===== config.mk =====
export PLATFORM = sky130hd
export DESIGN_NAME = cnn_layer_sequencer_flat
export DESIGN_NICKNAME = d
export VERILOG_FILES = /design/src/rtl/cnn_layer_sequencer_if.sv /design/src/rtl/cnn_layer_sequencer.sv /design/src/flat_wrapper.sv
export SDC_FILE = /design/constraint.sdc
export NUM_CORES = 1
export LEC_CHECK = 0
export CAP_MARGIN = 30
export CELL_PAD_IN_SITES_DETAIL_PLACEMENT = 1
export CELL_PAD_IN_SITES_GLOBAL_PLACEMENT = 2
export CORE_MARGIN = 3
export CORE_UTILIZATION = 34
export CTS_BUF_LIST = sky130_fd_sc_hd__clkbuf_4 sky130_fd_sc_hd__clkbuf_8 sky130_fd_sc_hd__clkbuf_16
export DETAILED_ROUTE_END_ITERATION = 16
export GPL_TIMING_DRIVEN = 0
export PLACE_DENSITY = 0.83
export SYNTH_ARGS = -nofsm -noshare
export SYNTH_HDL_FRONTEND = slang
export SYNTH_SLANG_ARGS = --single-unit

===== constraint.sdc =====
create_clock -name clk -period 3 [get_ports clk]
set_clock_uncertainty 0.05 [all_clocks]
set_input_delay 0.45 -clock clk [delete_from_list [all_inputs] [get_ports clk]]
set_output_delay 0.45 -clock clk [all_outputs]
set_load 0.05 [all_outputs]

===== src/rtl/cnn_layer_sequencer_if.sv =====
`default_nettype none
// ============================================================================
// Module   : cnn_layer_sequencer_if
// Purpose  : Stage-engine handshake bundle between the layer sequencer and
//            the conv / max-pool / fully-connected engines.
// Ports    : (interface, no ports)
//            stage_clear            - clear pulse to all engines
//            conv/pool/fc_enable    - level run enables, sequencer -> engine
//            conv/pool/fc_done      - level done flags, engine -> sequencer
// Modports : master (sequencer side), slave (engine side)
// Revision : 1.0 - initial release
// ============================================================================
interface cnn_layer_sequencer_if;
    logic stage_clear;
    logic conv_enable;
    logic conv_done;
    logic pool_enable;
    logic pool_done;
    logic fc_enable;
    logic fc_done;

    modport master (
        output stage_clear,
        output conv_enable,
        output pool_enable,
        output fc_enable,
        input  conv_done,
        input  pool_done,
        input  fc_done
    );

    modport slave (
        input  stage_clear,
        input  conv_enable,
        input  pool_enable,
        input  fc_enable,
        output conv_done,
        output pool_done,
        output fc_done
    );
endinterface
`default_nettype wire


===== src/rtl/cnn_layer_sequencer.sv =====
`default_nettype none
// ============================================================================
// Module   : cnn_layer_sequencer
// Purpose  : Per-image scheduler for the CNN forward path. For every image it
//            clears the stage engines, then runs conv, max-pool and FC in
//            turn, each through a level enable / level done handshake. A
//            per-stage watchdog traps hung stages in an error state.
// Ports    : clk         - system clock
//            reset       - asynchronous active-low reset
//            start       - begin a sequence (accepted in IDLE only)
//            abort       - return to IDLE from any state
//            num_images  - image count, latched on accepted start
//            stg         - stage handshake bundle (master side)
//            busy        - high in every state except IDLE
//            image_idx   - index of the image in progress
//            seq_done    - one-cycle pulse when all images complete
//            timeout_err - watchdog error flag (held while in ERR)
//            state_dbg   - current state encoding
// Revision : 1.0 - initial release
// ============================================================================
module cnn_layer_sequencer #(
    parameter int NUM_IMAGES_W   = 8,
    parameter int TIMEOUT_CYCLES = 1048576,
    parameter int TMO_W          = 21
) (
    input  wire logic                    clk,
    input  wire logic                    reset,
    input  wire logic                    start,
    input  wire logic                    abort,
    input  wire logic [NUM_IMAGES_W-1:0] num_images,
    cnn_layer_sequencer_if.master        stg,
    output logic                         busy,
    output logic [NUM_IMAGES_W-1:0]      image_idx,
    output logic                         seq_done,
    output logic                         timeout_err,
    output logic [2:0]                   state_dbg
);

    localparam logic [2:0] S_IDLE  = 3'd0;
    localparam logic [2:0] S_CLEAR = 3'd1;
    localparam logic [2:0] S_CONV  = 3'd2;
    localparam logic [2:0] S_POOL  = 3'd3;
    localparam logic [2:0] S_FC    = 3'd4;
    localparam logic [2:0] S_DONE  = 3'd5;
    localparam logic [2:0] S_ERR   = 3'd6;

    localparam logic [TMO_W-1:0]        TMO_LAST = TMO_W'(TIMEOUT_CYCLES - 1);
    localparam logic [TMO_W-1:0]        TMO_ONE  = TMO_W'(1);
    localparam logic [NUM_IMAGES_W-1:0] IMG_ONE  = NUM_IMAGES_W'(1);

    logic [2:0]              state;
    logic [2:0]              state_nxt;
    logic [TMO_W-1:0]        wdog;
    logic [NUM_IMAGES_W-1:0] img_count;

    logic in_stage;
    logic stage_done;
    logic wdog_expired;
    logic last_image;

    // Next-cycle values of the registered Moore outputs.
    logic nxt_clear;
    logic nxt_conv;
    logic nxt_pool;
    logic nxt_fc;
    logic nxt_busy;
    logic nxt_done;
    logic nxt_err;

    // Only the done flag belonging to the current stage is ever looked at,
    // so sticky or early done flags from other engines are harmless.
    always_comb begin
        in_stage   = 1'b0;
        stage_done = 1'b0;
        case (state)
            S_CONV: begin in_stage = 1'b1; stage_done = stg.conv_done; end
            S_POOL: begin in_stage = 1'b1; stage_done = stg.pool_done; end
            S_FC:   begin in_stage = 1'b1; stage_done = stg.fc_done;   end
            default: ;
        endcase
    end

    assign wdog_expired = in_stage && (wdog == TMO_LAST);
    assign last_image   = (image_idx == (img_count - IMG_ONE));
    assign state_dbg    = state;

    // ---------------------------------------------------------------- state
    always_ff @(posedge clk or negedge reset) begin
        if (!reset) begin
            state <= S_IDLE;
        end else begin
            state <= state_nxt;
        end
    end

    // ----------------------------------------------------------- next state
    // abort beats everything; a stage done beats a simultaneous timeout.
    always_comb begin
        state_nxt = state;
        if (abort) begin
            state_nxt = S_IDLE;
        end else begin
            case (state)
                S_IDLE:  if (start) state_nxt = (num_images == '0) ? S_DONE : S_CLEAR;
                S_CLEAR: state_nxt = S_CONV;
                S_CONV:  if (stage_done) state_nxt = S_POOL;
                         else if (wdog_expired) state_nxt = S_ERR;
                S_POOL:  if (stage_done) state_nxt = S_FC;
                         else if (wdog_expired) state_nxt = S_ERR;
                S_FC:    if (stage_done) state_nxt = last_image ? S_DONE : S_CLEAR;
                         else if (wdog_expired) state_nxt = S_ERR;
                S_DONE:  state_nxt = S_IDLE;
                S_ERR:   state_nxt = S_ERR;
                default: state_nxt = S_IDLE;
            endcase
        end
    end

    // --------------------------------------------------------------- outputs
    // Decoded from the next state and registered, so each output changes on
    // the same edge as the state it belongs to and never glitches.
    always_comb begin
        nxt_clear = (state_nxt == S_CLEAR);
        nxt_conv  = (state_nxt == S_CONV);
        nxt_pool  = (state_nxt == S_POOL);
        nxt_fc    = (state_nxt == S_FC);
        nxt_busy  = (state_nxt != S_IDLE);
        nxt_done  = (state_nxt == S_DONE);
        nxt_err   = (state_nxt == S_ERR);
    end

    always_ff @(posedge clk or negedge reset) begin
        if (!reset) begin
            stg.stage_clear <= 1'b0;
            stg.conv_enable <= 1'b0;
            stg.pool_enable <= 1'b0;
            stg.fc_enable   <= 1'b0;
            busy            <= 1'b0;
            seq_done        <= 1'b0;
            timeout_err     <= 1'b0;
        end else begin
            stg.stage_clear <= nxt_clear;
            stg.conv_enable <= nxt_conv;
            stg.pool_enable <= nxt_pool;
            stg.fc_enable   <= nxt_fc;
            busy            <= nxt_busy;
            seq_done        <= nxt_done;
            timeout_err     <= nxt_err;
        end
    end

    // ------------------------------------------------------------- datapath
    // The watchdog restarts whenever a stage is entered (state changes) and
    // counts while the same stage persists. It cannot wrap: reaching the
    // last count either leaves the stage or traps in ERR.
    always_ff @(posedge clk or negedge reset) begin
        if (!reset) begin
            wdog      <= '0;
            image_idx <= '0;
            img_count <= '0;
        end else begin
            wdog <= (in_stage && (state_nxt == state)) ? (wdog + TMO_ONE) : '0;
            if (!abort) begin
                if ((state == S_IDLE) && start) begin
                    img_count <= num_images;
                    image_idx <= '0;
                end else if ((state == S_FC) && stg.fc_done && !last_image) begin
                    image_idx <= image_idx + IMG_ONE;
                end
            end
        end
    end

endmodule
`default_nettype wire

===== src/flat_wrapper.sv =====
// flat-port wrapper written by rule: the top's interface ports become plain ports
module cnn_layer_sequencer_flat 
#(
    parameter int NUM_IMAGES_W   = 8,
    parameter int TIMEOUT_CYCLES = 1048576,
    parameter int TMO_W          = 21
)
  (clk, reset, start, abort, num_images, busy, image_idx, seq_done, timeout_err, state_dbg, stg_stage_clear, stg_conv_enable, stg_pool_enable, stg_fc_enable, stg_conv_done, stg_pool_done, stg_fc_done);
  cnn_layer_sequencer_if stg_i ();
  input  wire logic clk;
  input  wire logic reset;
  input  wire logic start;
  input  wire logic abort;
  input  wire logic [NUM_IMAGES_W-1:0] num_images;
  output logic busy;
  output logic [NUM_IMAGES_W-1:0] image_idx;
  output logic seq_done;
  output logic timeout_err;
  output logic [2:0] state_dbg;
  output wire logic [$bits(stg_i.stage_clear)-1:0] stg_stage_clear;
  output wire logic [$bits(stg_i.conv_enable)-1:0] stg_conv_enable;
  output wire logic [$bits(stg_i.pool_enable)-1:0] stg_pool_enable;
  output wire logic [$bits(stg_i.fc_enable)-1:0] stg_fc_enable;
  input wire logic [$bits(stg_i.conv_done)-1:0] stg_conv_done;
  input wire logic [$bits(stg_i.pool_done)-1:0] stg_pool_done;
  input wire logic [$bits(stg_i.fc_done)-1:0] stg_fc_done;
  assign stg_stage_clear = stg_i.stage_clear;
  assign stg_conv_enable = stg_i.conv_enable;
  assign stg_pool_enable = stg_i.pool_enable;
  assign stg_fc_enable = stg_i.fc_enable;
  assign stg_i.conv_done = stg_conv_done;
  assign stg_i.pool_done = stg_pool_done;
  assign stg_i.fc_done = stg_fc_done;
  cnn_layer_sequencer #(.NUM_IMAGES_W(NUM_IMAGES_W), .TIMEOUT_CYCLES(TIMEOUT_CYCLES), .TMO_W(TMO_W)) u_core (.clk(clk), .reset(reset), .start(start), .abort(abort), .num_images(num_images), .stg(stg_i), .busy(busy), .image_idx(image_idx), .seq_done(seq_done), .timeout_err(timeout_err), .state_dbg(state_dbg));
endmodule

==> results of run 1 <==
## worst max-delay path by stage
stage	cells after the start	from	end
2_1_floorplan	7	u_core.image_idx[5]$_DFFE_PN0P_	u_core.image_idx[2]$_DFFE_PN0P_
6_report	8	u_core.img_count[0]$_DFFE_PN0P_	u_core.image_idx[6]$_DFFE_PN0P_
5_1_grt	8	u_core.img_count[0]$_DFFE_PN0P_	u_core.image_idx[3]$_DFFE_PN0P_
3_3_place_gp	1	reset	u_core.timeout_err$_DFF_PN0_
4_1_cts	8	u_core.img_count[0]$_DFFE_PN0P_	u_core.image_idx[4]$_DFFE_PN0P_
3_5_place_dp	7	num_images[1]	u_core.wdog[4]$_DFF_PN0_
## where the power goes
group | internal (mW) | switching (mW)
sequential | 0.668 | 0.0389
clock | 0.182 | 0.216
combinational | 0.126 | 0.193
total | 0.977 | 0.448
## flip-flops by register name, summed over array words and instances (netlist names)
| register | flops |
|---|---|
| u_core.state_dbg | 3 |
| u_core.timeout_err | 1 |
| u_core.image_idx | 8 |
| u_core.stg.conv_enable | 1 |
| u_core.img_count | 8 |
| u_core.stg.stage_clear | 1 |
| u_core.wdog | 21 |
| u_core.stg.fc_enable | 1 |
| u_core.stg.pool_enable | 1 |
| u_core.busy | 1 |
| u_core.seq_done | 1 |
## cell families (layout without fill, tap and decap cells)
group           after synthesis  in the layout  share of synthesized area (%)
simple gates                138            138                           28.2
flops                        47             47                           45.8
compound gates               39             39                           11.0
xor+xnor                     28             28                           9.55
buf+inv                      20             61                           2.92
fa+ha+maj                     3              3                           1.46
mux                           3              3                           1.17
## placed cells by master (no fill, tap or decap), types with 5 or more instances in the layout
cell type         n
or3_1             5
nand2b_1          5
clkbuf_1         12
a21oi_1          10
clkbuf_8          5
xnor2_1          10
clkdlybuf4s50_1  31
o21ai_0           5
nor3_1            9
nor2_1           29
xor2_1           18
nand2_1          34
nand3_1          12
dfrtp_1          47
nand4_1          10
and3_1            6
inv_1             8
nor4_1            5
## metal layers
| metal | global-route usage [%] | part of all wire (%) | up-vias |
|---|---|---|---|
| met2 | 26.5 | 47 | 31 |
| met1 | 21.6 | 49 | 1072 |
| met4 | 4.40 | 1.2 | 0 |
| li1 | - | - | 1062 |
| met5 | 0 | 0 | - |
| met3 | 3.01 | 2.9 | 7 |
## stage by stage
stage / instance area [µm²] / instances
global placement: 3010 / 409
floorplan: 2570 / 278
CTS: 3120 / 418
finish: 3120 / 418
global route: 3120 / 418
detailed placement: 3040 / 410
## layout make-up
type / instances / share of cell area (%)
clock buffers: 7 / 2.68
multi-input cells: 211 / 42.2
plain buffers: 12 / 1.44
inverters: 8 / 0.961
flip-flops and latches: 47 / 37.6
clock inverters: 1 / 0.160
repair buffers: 33 / 11.0
well taps: 99 / 3.96
==> impl_metrics.toml, run 1 <==
[sta]
holdWs_ps = 119
tightest_slew_ps = 663
tns_ps = 0
rsz0062_at_grt = "no"
setup_viol = 0
slew_violations = 0
layout_setup_ws_ps = 219
min_period_over_period_pct = 92.7
finalHoldViolations = 0
min_period_ps = 2780
fmax_ghz = 0.360
relSlewSlack_pct = 55.8

[floorplanning]
initial_core_util_pct = 35.2
core_area_um2 = 7290
ios = 33
die_w_um = 92.9
row_count = 31
fp.dieArea_um2 = 8630
fp.dieH_um = 92.9

[final_layout]
fill_cells = 877
antennaDiodeCount = 0
regArea_um2 = 1180
syn2layout_area_growth_pct = 21.6
multi_input_area_um2 = 1320
drive_gt1_share_pct = 5.96
fin_nets = 336
utilization_pct = 42.8

[worst_setup_path]
path_buf_inv = 1
r2r_start = "u_core.img_count[0]$_DFFE_PN0P_"
crit_family = "compound AO/OA/AOI/OAI gates"
timing.rr.end = "u_core.image_idx[6]$_DFFE_PN0P_"
slowest_stage = "or4_1"
reg2reg_depth = 8
cpPeakStageDelay_ps = 500
arrival_ps = 2960
criticalPathCategory = "reg2reg"
worstPathCellList = "inv_1 -> ha_1 -> or3b_1 -> o31a_1 -> o2111ai_1 -> o31ai_2 -> or4_1 -> a21oi_1"
critPathMaxFanout = 9
worstPathRequired_ps = 3180
regToRegSetupSlack_ps = 220
endpoint_kind = "register"
start_kind = "register"

[global_routing]
grtUsageTotal_pct = 16.1
grt_pass1_wl_mm = 11.1
grt_max_degree = 28
grt_antenna_before_repair = 0
grt_pass1_vias = 2291
grt.overflow.total = 0

[routing]
first_iter_violations = 72
wirelength_mm = 6.56
avgViaCountPerCell = 5.20
wire_per_inst_um = 15.7
ant_nets = 0
dr.pass1.iters = 4
via_count = 2172
drc = 0

[cts]
clk_path_buf_depth = 2
cts.sinks = 47
clk_pin_slew_worst_paths_ps = 90
htreeDepth = 2
cts_resized = 0
root_buffer = "clkbuf_8"
cts_setup_buffers = 0
hold_buffers = 0
cts_tree = "done"
clkLatencyLatePin_ps = 300
numCtsBuffers = 5

[worst_hold_path]
hp-class = "in2async"

[power]
powerDensity_nw_per_um2 = 456
finalPower_mw = 1.42
p_leak_nw = 1.25
ir_worst_vdd_v = 0.000165

[logic_synthesis]
synth_area_leaders = "dfrtp_1, xor2_1, nand2_1"
synth_flop_cell = "dfrtp_1"
synthArstFlopShare_pct = 100
ys_types = 47
yosysWarnings = 0
synth_nets = 296
seq_area_frac_synth_pct = 45.8
ys_ff_latch = 47
synth_top_cell_by_area = "dfrtp_1"
synth_area_um2 = 2570
syn_inst = 278
synth_edf_count = 0
synth.avg_cell_area_um2 = 9.24
synthTopCellsByCount = "dfrtp_1, nand2_1, nor2_1"
yosysTopAreaCellShare_pct = 45.8
synth_most_common_cell = "dfrtp_1"

[placed_design]
dp_hpwl_mm = 4.88
dp_slack_ps = 130
gp_congestion = 0.730
io_buffers = 32

[job]
maxCapViolCount = 0

[status]
status = "completed"
No activity file was read; power rests on OpenSTA's default activity.
==> run 2, diff against run 1 <==
--- a/config.mk
+++ b/config.mk
@@ -5,15 +5,16 @@
 export SDC_FILE = /design/constraint.sdc
 export NUM_CORES = 1
 export LEC_CHECK = 0
+export ABC_AREA = 1
 export CAP_MARGIN = 30
 export CELL_PAD_IN_SITES_DETAIL_PLACEMENT = 1
 export CELL_PAD_IN_SITES_GLOBAL_PLACEMENT = 2
 export CORE_MARGIN = 3
 export CORE_UTILIZATION = 34
-export CTS_BUF_LIST = sky130_fd_sc_hd__clkbuf_4 sky130_fd_sc_hd__clkbuf_8 sky130_fd_sc_hd__clkbuf_16
+export CTS_BUF_LIST = sky130_fd_sc_hd__clkbuf_4 sky130_fd_sc_hd__clkbuf_8
 export DETAILED_ROUTE_END_ITERATION = 16
 export GPL_TIMING_DRIVEN = 0
-export PLACE_DENSITY = 0.83
+export PLACE_DENSITY = 0.85
 export SYNTH_ARGS = -nofsm -noshare
 export SYNTH_HDL_FRONTEND = slang
 export SYNTH_SLANG_ARGS = --single-unit
==> run 2 against run 1 <==
Maximum frequency is 10% higher. Final area is 4.1% higher. Non-clock buffer count down 9.
==> impl_metrics.toml, run 2 <==
[sta]
tightest_slew_ps = 560
finalHoldViolations = 0
min_period_ps = 2520
min_period_over_period_pct = 84.0
relSlewSlack_pct = 62.3
setup_viol = 0
slew_violations = 0
fmax_ghz = 0.397
layout_setup_ws_ps = 480
rsz0062_at_grt = "no"

[routing]
drc = 0
via_count = 2211
wirelength_mm = 6.31
wire_per_inst_um = 13.4
dr.pass1.iters = 3
ant_nets = 0
first_iter_violations = 83
avgViaCountPerCell = 4.69

[global_routing]
grtUsageTotal_pct = 15.6
grt.overflow.total = 0
grt_pass1_vias = 2296
use_met3_pct = 3.63
grt_max_degree = 26
met1_usage_pct = 20.6
top_usage_layer = "met2"
grt_pass1_wl_mm = 11.0
use_met2_pct = 25.7
grt_antenna_before_repair = 0

[cts]
root_buffer = "clkbuf_8"
cts_resized = 0
clk_pin_slew_worst_paths_ps = 90
hold_buffers = 0
clkLatencyLatePin_ps = 300
htreeDepth = 2
cts.sinks = 47
cts_setup_buffers = 0
cts_tree = "done"
clk_path_buf_depth = 2
numCtsBuffers = 5

[logic_synthesis]
synth_area_um2 = 2710
synth_top_cell_by_area = "dfrtp_1"
synth_compound_area_share_pct = 3.05
yosysWarnings = 0
synth-simple-area-share_pct = 34.8
synth.avg_cell_area_um2 = 8.18
syn_inst = 331
synthTopCellsByCount = "nand2_1, dfrtp_1, inv_1"
synth_most_common_cell = "nand2_1"
muxShareOfSynthArea_pct = 1.66
ys_ff_latch = 47
yosysTopAreaCellShare_pct = 43.4
ys_types = 31
synth_nets = 349
synth_edf_count = 0
seq_area_frac_synth_pct = 43.4
synth_flop_cell = "dfrtp_1"
synth_area_leaders = "dfrtp_1, nand2_1, nand3_1"
synthAdderAreaFrac_pct = 1.39
post_synth_xor_area_fraction_pct = 8.73
synth_top_family_by_area = "simple AND/OR/NAND/NOR gates"
synthArstFlopShare_pct = 100

[final_layout]
drive_gt1_share_pct = 16.4
final_cell_mix = "nand2_1, dfrtp_1, inv_1"
regArea_um2 = 1180
largest_register_ff_count = 21
fill_cells = 915
antennaDiodeCount = 0
multi_input_area_um2 = 1350
top_register = "u_core.wdog"
utilization_pct = 43.4
syn2layout_area_growth_pct = 20.0
final_common_cell = "nand2_1"
top_regs = "u_core.wdog: 21 flops, u_core.image_idx: 8 flops, u_core.img_count: 8 flops"
fin_nets = 389

[floorplanning]
row_count = 31
fp.dieH_um = 95.3
fp.dieArea_um2 = 9070
core_area_um2 = 7490
ios = 33
initial_core_util_pct = 36.2
die_w_um = 95.3

[worst_setup_path]
endpoint_kind = "register"
worstPathCellList = "inv_1 -> ha_1 -> nand2_1 -> nor2_1 -> nand2_1 -> nand2_1 -> nand2_1 -> nor2_1 -> nand3_1 -> nand2_1 -> nand2_1 -> nand2_2 -> nand2_2 -> nand2_1 -> nand3_2 -> buf_6 -> nor2_2"
slowest_stage = "dfrtp_1"
critPathCapture = "u_core.wdog[7]$_DFF_PN0_"
start_kind = "register"
arrival_ps = 2710
crit_start = "u_core.img_count[0]$_DFFE_PN0P_"
critPathMaxFanout = 10
crit_cells = 17
worstPathRequired_ps = 3190
regToRegSetupSlack_ps = 480
cp_common_cell = "nand2_1"
criticalPathCategory = "reg2reg"
reg2reg_depth = 17
cpPeakStageDelay_ps = 410
path_buf_inv = 2
r2r_start = "u_core.img_count[0]$_DFFE_PN0P_"
timing.rr.end = "u_core.wdog[7]$_DFF_PN0_"
crit_family = "simple AND/OR/NAND/NOR gates"

[placed_design]
dp_slack_ps = 388
dp_hpwl_mm = 4.98
gp_congestion = 0.796
io_buffers = 32

[power]
powerDensity_nw_per_um2 = 410
p_leak_nw = 1.40
ir_worst_vdd_v = 0.000191

[job]
maxCapViolCount = 0

[worst_hold_path]
hp-class = "in2async"

[status]
status = "completed"
## run 2: worst min path at each step
stage                        startpoint                         endpoint  cells past startpoint
6_report                          reset         u_core.wdog[2]$_DFF_PN0_                      1
5_1_grt                           reset  u_core.img_count[5]$_DFFE_PN0P_                      1
4_1_cts                           reset         u_core.wdog[2]$_DFF_PN0_                      1
3_5_place_dp                      reset         u_core.wdog[2]$_DFF_PN0_                      1
3_3_place_gp   u_core.wdog[0]$_DFF_PN0_         u_core.wdog[0]$_DFF_PN0_                      1
2_1_floorplan                     reset            u_core.busy$_DFF_PN0_                      0
## run 2: per-stage QoR
stage / setup TNS [ps] / cells / cell area (µm²) / power (mW) / hold slack, ps
3_5_place_dp: 0 / 463 / 3170 / 0.977 / 428
2_1_floorplan: 0 / 331 / 2710 / 0.878 / 104
4_1_cts: 0 / 471 / 3250 / 1.36 / 103
5_1_grt: 0 / 471 / 3250 / 1.43 / 112
3_3_place_gp: -499 / 462 / 3150 / 0.968 / 455
6_report: 0 / 471 / 3250 / 1.33 / 85.6
## run 2: layout make-up
| class | count | share of cell area, % |
|---|---|---|
| inverter | 43 | 4.96 |
| timing repair buffer | 33 | 10.3 |
| multi-input combinational | 238 | 41.4 |
| clock inverter | 3 | 0.462 |
| buffer | 3 | 0.808 |
| tap | 99 | 3.81 |
| clock buffer | 5 | 2.12 |
| sequential | 47 | 36.2 |
## run 2: cell families after synthesis
kind of cell | Yosys count
buffers and inverters | 46
xor gates and xnor gates | 27
adders and majority gates | 3
AOI/OAI and AO/OA | 16
muxes | 4
DFF | 47
and+or+nand+nor | 188
## run 2: metal layers
layer / share of wire [%] / wire length, µm
met4: 1.2 / 75
met1: 49 / 3110
met5: 0 / 0
met2: 46 / 2890
met3: 3.7 / 231
## run 2: where the power goes
group	total [mW]	internal (mW)	switching, mW	leakage, nW
logic	0.261	0.0992	0.162	0.723
clock network	0.375	0.160	0.215	0.0477
registers	0.698	0.664	0.0343	0.631
==> variant 1 (settings of run 2) <==
`NUM_IMAGES_W` is set to 8 in 2 places; all go to 10.
--- a/src/rtl/cnn_layer_sequencer.sv
+++ b/src/rtl/cnn_layer_sequencer.sv
@@ -21,3 +21,3 @@
 module cnn_layer_sequencer #(
-    parameter int NUM_IMAGES_W   = 8,
+    parameter int NUM_IMAGES_W   = 10,
     parameter int TIMEOUT_CYCLES = 1048576,
--- a/src/flat_wrapper.sv
+++ b/src/flat_wrapper.sv
@@ -3,3 +3,3 @@
 #(
-    parameter int NUM_IMAGES_W   = 8,
+    parameter int NUM_IMAGES_W   = 10,
     parameter int TIMEOUT_CYCLES = 1048576,
Ports: changed (resized image_idx and num_images); port bits go from 33 to 37. The function was not compared with the original's and may differ.
==> variant 1 against run 2 <==
Clock power increased by 20%. Wire length up 18%. Worst setup slack improved by 0.0032 ns. Area after synthesis up 8.6%. Largest cell class unchanged. Cell area grew 9.2%. Largest power group unchanged. First-iteration DRC count did not move. Sequential cell count increased by 4. Fmax up 0.13%. Total power grew 16%. Die area grew 8.1%.
==> variant 1: results (changes against run 2) <==
Most numerous cell types in the synthesized netlist: 93 x sky130_fd_sc_hd__nand2_1, 51 x sky130_fd_sc_hd__dfrtp_1, 47 x sky130_fd_sc_hd__nor2_1 (was 64 x sky130_fd_sc_hd__nand2_1, 47 x sky130_fd_sc_hd__dfrtp_1, 37 x sky130_fd_sc_hd__inv_1). The proportion of layout cells with a drive suffix above 1 came out at 14.4% (was 16.4%). The mux share of post-synthesis cell area came to 0.383% (was 1.66%). The met1 wire length came out at 3550 microns (was 3110 microns). The fraction of area in clock buffers and inverters is 2.89% (was 2.58%). The utilization after layout is 42.8% (was 43.4%). The routed wirelength normalized by instance count is 13.8 microns (was 13.4 microns). The clock-pin slew reported for the worst setup and hold paths after clock tree synthesis came out at 0.11 ns (was 0.09 ns). The fraction of area in multi-input gates came out at 40.5% (was 41.4%).

The sequential cell area is 0.00128 sq mm (was 0.00118 sq mm). Status: complete, no violations (unchanged). The non-clock buffer area fraction after layout came to 11.4% (was 11.1%). The number of different library cells in the post-synthesis netlist came to 28 (was 31). The number of non-filler instances in the completed layout is 537 (was 471). The number of nets produced by synthesis was 407 (was 349). The wire length of the first global-routing pass came to 12800 microns (was 11000 microns). The total instance count after detailed placement is 529 (was 463). The length of routed met3 wiring is 291 microns (was 231 microns). The worst IR drop on VDD came out at 0.000197 V (was 0.000191 V). The number of buffers outside the clock class in the layout came out at 41 (was 36). Largest regs: u_core.wdog: 21 flops, u_core.image_idx: 10 flops, u_core.img_count: 10 flops (was u_core.wdog: 21 flops, u_core.image_idx: 8 flops, u_core.img_count: 8 flops). The met2 usage in global routing is 26.2% (was 25.7%).

The routing usage on met1 is 22.0% (was 20.6%). The met3 global-route usage came out at 3.40% (was 3.63%). The pre-CTS worst setup slack came out at 0.392 ns (was 0.388 ns). The portion of total power attributed to sequential cells came to 49.2% (was 52.3%). The overall global routing resource usage is 16.1% (was 15.6%).

The detail-routed via count per cell was 4.76 (was 4.69). The peak per-stage delay on the critical path is 0.39 ns (was 0.41 ns). The quantity of I/O buffers inserted on ports is 36 (was 32). The largest net degree at the start of global routing is 35 (was 26). The final hold slack came out at 0.00133 ns (was 0.0856 ns).

The layout net count is 451 (was 389). The post-synthesis compound-gate area fraction came out at 4.80% (was 3.05%). The adder and majority gate portion of the synthesized area was 1.28% (was 1.39%).

The detailed route wirelength on metal2 came out at 3500 microns (was 2890 microns). The HPWL after detailed placement is 5840 microns (was 4980 microns).
==> variant 1: cell count changes after synthesis, moves of 3 or more <==
cell | before | now
sky130_fd_sc_hd__nor3_1 | 11 | 6
sky130_fd_sc_hd__o21ai_0 | 6 | 17
sky130_fd_sc_hd__inv_2 | 4 | 9
sky130_fd_sc_hd__xor2_1 | 17 | 13
sky130_fd_sc_hd__nor2_2 | 21 | 24
sky130_fd_sc_hd__dfrtp_1 | 47 | 51
sky130_fd_sc_hd__nor2_1 | 28 | 47
sky130_fd_sc_hd__inv_1 | 37 | 43
sky130_fd_sc_hd__nand2_1 | 64 | 93
sky130_fd_sc_hd__nor2_4 | 4 | 1
sky130_fd_sc_hd__mux2_2 | 4 | 1
==> variant 1: critical path, delay by kind of cell (launching register included) <==
kind	cells	cell delay, ns
adders and majority gates	1	0.26
DFF	1	0.39
and+or+nand+nor	15	1.34
buffers and inverters	3	0.41
==> variant 2 (flow settings as in run 2) <==
Without the edit above. Register the output `image_idx` once more, without a reset; this adds one clock of latency there. The other outputs are not delayed to match.
--- a/src/rtl/cnn_layer_sequencer.sv
+++ b/src/rtl/cnn_layer_sequencer.sv
@@ -50,2 +50,4 @@
 
+    logic [NUM_IMAGES_W-1:0] image_idx_s0;
+
     logic [2:0]              state;
@@ -83,3 +85,3 @@
     assign wdog_expired = in_stage && (wdog == TMO_LAST);
-    assign last_image   = (image_idx == (img_count - IMG_ONE));
+    assign last_image   = (image_idx_s0 == (img_count - IMG_ONE));
     assign state_dbg    = state;
@@ -158,3 +160,3 @@
             wdog      <= '0;
-            image_idx <= '0;
+            image_idx_s0 <= '0;
             img_count <= '0;
@@ -165,5 +167,5 @@
                     img_count <= num_images;
-                    image_idx <= '0;
+                    image_idx_s0 <= '0;
                 end else if ((state == S_FC) && stg.fc_done && !last_image) begin
-                    image_idx <= image_idx + IMG_ONE;
+                    image_idx_s0 <= image_idx_s0 + IMG_ONE;
                 end
@@ -173,2 +175,6 @@
 
+    always_ff @(posedge clk) begin
+        image_idx <= image_idx_s0;
+    end
+
 endmodule
Behaviour: not the same (Yosys sat finds a counterexample within 10 cycles, from zero or initial values and one cycle with reset low).
==> variant 2 against run 2 <==
Total power increased by 16%. Synthesized cell count rose by 12%. Area after synthesis increased by 10%. Core utilization down 0.93 points. Wire length is 9.1% higher. Sequential cell count grew 8. First-iteration DRC count fell by 29%. Cell area rose by 9.6%. Worst setup slack better by 0.075 ns. Critical path type unchanged.
==> variant 2: results (changes against run 2) <==
The number of global-route vias before repair came out at 2506 (was 2296). The HPWL after detailed placement is 5410 microns (was 4980 microns). The kind of path behind the tightest hold check was register to register (was primary input to async pin).

The number of different library cells in the post-synthesis netlist came out at 32 (was 31). The part of the Yosys area used for sequential elements came out at 44.8% (was 43.4%). The quantity of I/O buffers inserted on ports came out at 32 (unchanged). The setup slack of the worst register-to-register path came out at 0.55 ns (was 0.48 ns).

The wire length of the first global-routing pass came out at 11900 microns (was 11000 microns). The number of buffers created by CTS was 5 (unchanged). The routed wirelength normalized by instance count was 13.3 microns (was 13.4 microns). The pin slew with the least headroom to its limit is 0.554 ns (was 0.560 ns).

The overall global routing resource usage is 14.7% (was 15.6%). The share of synthesized registers carrying an async set or reset is 85.5% (was 100%). The post-CTS repair timing setup buffer count is 0 (unchanged).

The count of cells resized by post-cts repair is 0 (unchanged). The register ranked first by flip-flop count is u_core.wdog (unchanged). The final-layout fill cell count is 1018 (was 915). The clock group power was 0.000452 W (was 0.000375 W). Top cells by area in the synthesized netlist: sky130_fd_sc_hd__dfrtp_1 39%, sky130_fd_sc_hd__nand2_1 9.9%, sky130_fd_sc_hd__inv_1 5.5% (was sky130_fd_sc_hd__dfrtp_1 43%, sky130_fd_sc_hd__nand2_1 8.9%, sky130_fd_sc_hd__nand3_1 5.5%). The largest net degree at the start of global routing was 37 (was 26). The largest driver fanout on the critical path is 9 (was 10).

The worst reg-to-reg path cell count is 13 (was 17). The number of iterations in the first detailed-routing pass is 4 (was 3). The initial antenna violation count came out at 0 (unchanged). The critical path class is register to register (unchanged). The flip-flop count of the largest register, all copies and words added is 21 (unchanged). The placer's final routability congestion estimate is 0.812 (was 0.796). The clock insertion delay at the later pin of the skew report came out at 0.31 ns. The beginning of the critical path is u_core.img_count[0] (unchanged). Most numerous cell types in the synthesized netlist: 79 x sky130_fd_sc_hd__nand2_1, 47 x sky130_fd_sc_hd__dfrtp_1, 44 x sky130_fd_sc_hd__inv_1 (was 64 x sky130_fd_sc_hd__nand2_1, 47 x sky130_fd_sc_hd__dfrtp_1, 37 x sky130_fd_sc_hd__inv_1).

The share of total power in combinational logic came out at 18.4% (was 19.6%). The worst IR drop on VDD came out at 0.000174 V (was 0.000191 V). The capture point of the worst path is u_core.image_idx_s0[4] (was u_core.wdog[7]). The switching part of the total is 29.6% (was 30.8%).

The arrival time at the worst endpoint came out at 2.58 ns (was 2.71 ns). The DRC marker count from the first detailed-route iteration came to 59 (was 83). The areal power density over the cells came to 433 mW/mm^2 (was 410 mW/mm^2).

Status: complete, no violations (unchanged). The layout net count is 429 (was 389). The number of nets produced by synthesis came to 388 (was 349). The static leakage power came out at 1.60 nW (was 1.40 nW).

The mean instance size in the synthesized netlist came out at 8.06 sq um (was 8.18 sq um). The final count of negative-setup-slack endpoints came out at 0 (unchanged). The total instance count after detailed placement is 508 (was 463).

The proportion of layout cells with a drive suffix above 1 came out at 15.0% (was 16.4%). The routed wire length came out at 6880 microns (was 6310 microns). The detail-routed via count per cell is 4.69 (about the same).
==> variant 2: layout make-up <==
class | count | area share (%)
inverter | 48 | 5.06
clock inverter | 1 | 0.211
clock buffer | 7 | 2.70
timing repair buffer | 34 | 9.69
sequential | 55 | 37.5
multi-input combinational | 262 | 40.2
buffer | 5 | 0.948
tap | 105 | 3.69
==> variant 2: cells by family (layout without fill, tap and decap cells) <==
family / Yosys count / count (layout) / share of synthesized area (%)
buf+inv: 53 / 95 / 7.17
flops: 55 / 55 / 44.8
compound gates: 20 / 20 / 3.86
simple gates: 209 / 209 / 33.9
fa+ha+maj: 3 / 3 / 1.26
mux: 2 / 2 / 0.755
xor+xnor: 28 / 28 / 8.22
==> variant 2: per-layer routing <==
metal	GRT usage (%)	vias up	wire (microns)
met3	1.96	7	188
met2	24.2	29	3240
met5	0	-	0
li1	-	1248	-
met1	20.4	1143	3390
met4	3.99	0	67
==> variant 2: worst min-delay path by stage <==
| stage | from | to | slack (ns) | cells after the start |
|---|---|---|---|---|
| floorplan | reset | u_core.busy | 0.10 | 0 |
| global placement | u_core.image_idx_s0[2] | u_core.image_idx[2] | 0.33 | 0 |
| detailed placement | reset | u_core.image_idx_s0[0] | 0.32 | 1 |
| CTS | u_core.image_idx_s0[2] | u_core.image_idx[2] | 0.37 | 0 |
| global route | u_core.image_idx_s0[2] | u_core.image_idx[2] | 0.36 | 0 |
| finish | u_core.image_idx_s0[2] | u_core.image_idx[2] | 0.36 | 0 |
==> variant 2: critical path: stages (launching register included) <==
cell and delay, ns:
sky130_fd_sc_hd__dfrtp_1 0.42, sky130_fd_sc_hd__inv_1 0.14, sky130_fd_sc_hd__ha_1 0.21, sky130_fd_sc_hd__nand2_1 0.12, sky130_fd_sc_hd__nor2_1 0.14, sky130_fd_sc_hd__nand2_1 0.09
sky130_fd_sc_hd__nand2_1 0.07, sky130_fd_sc_hd__o21ai_0 0.10, sky130_fd_sc_hd__a21boi_0 0.18, sky130_fd_sc_hd__nand3_1 0.12, sky130_fd_sc_hd__nand2_1 0.22, sky130_fd_sc_hd__nand2_1 0.26
sky130_fd_sc_hd__nand2_1 0.12, sky130_fd_sc_hd__o21ai_0 0.08
==> variant 2: per-stage QoR <==
| stage | worst slack (ns) | utilization (%) | instance area, sq um |
|---|---|---|---|
| after floorplan | 0.841 | - | 2980 |
| after global placement | 0.00285 | 41.0 | 3430 |
| after detailed placement | 0.403 | 41.2 | 3450 |
| after CTS | 0.504 | 42.5 | 3560 |
| after global routing | 0.240 | 42.5 | 3560 |
| final | 0.555 | 42.5 | 3560 |
==> variant 2: what timing repair did <==
item                       CTS  global route
setup endpoints to repair    0             0
hold buffers                 1             0
hold endpoints to repair    11             0
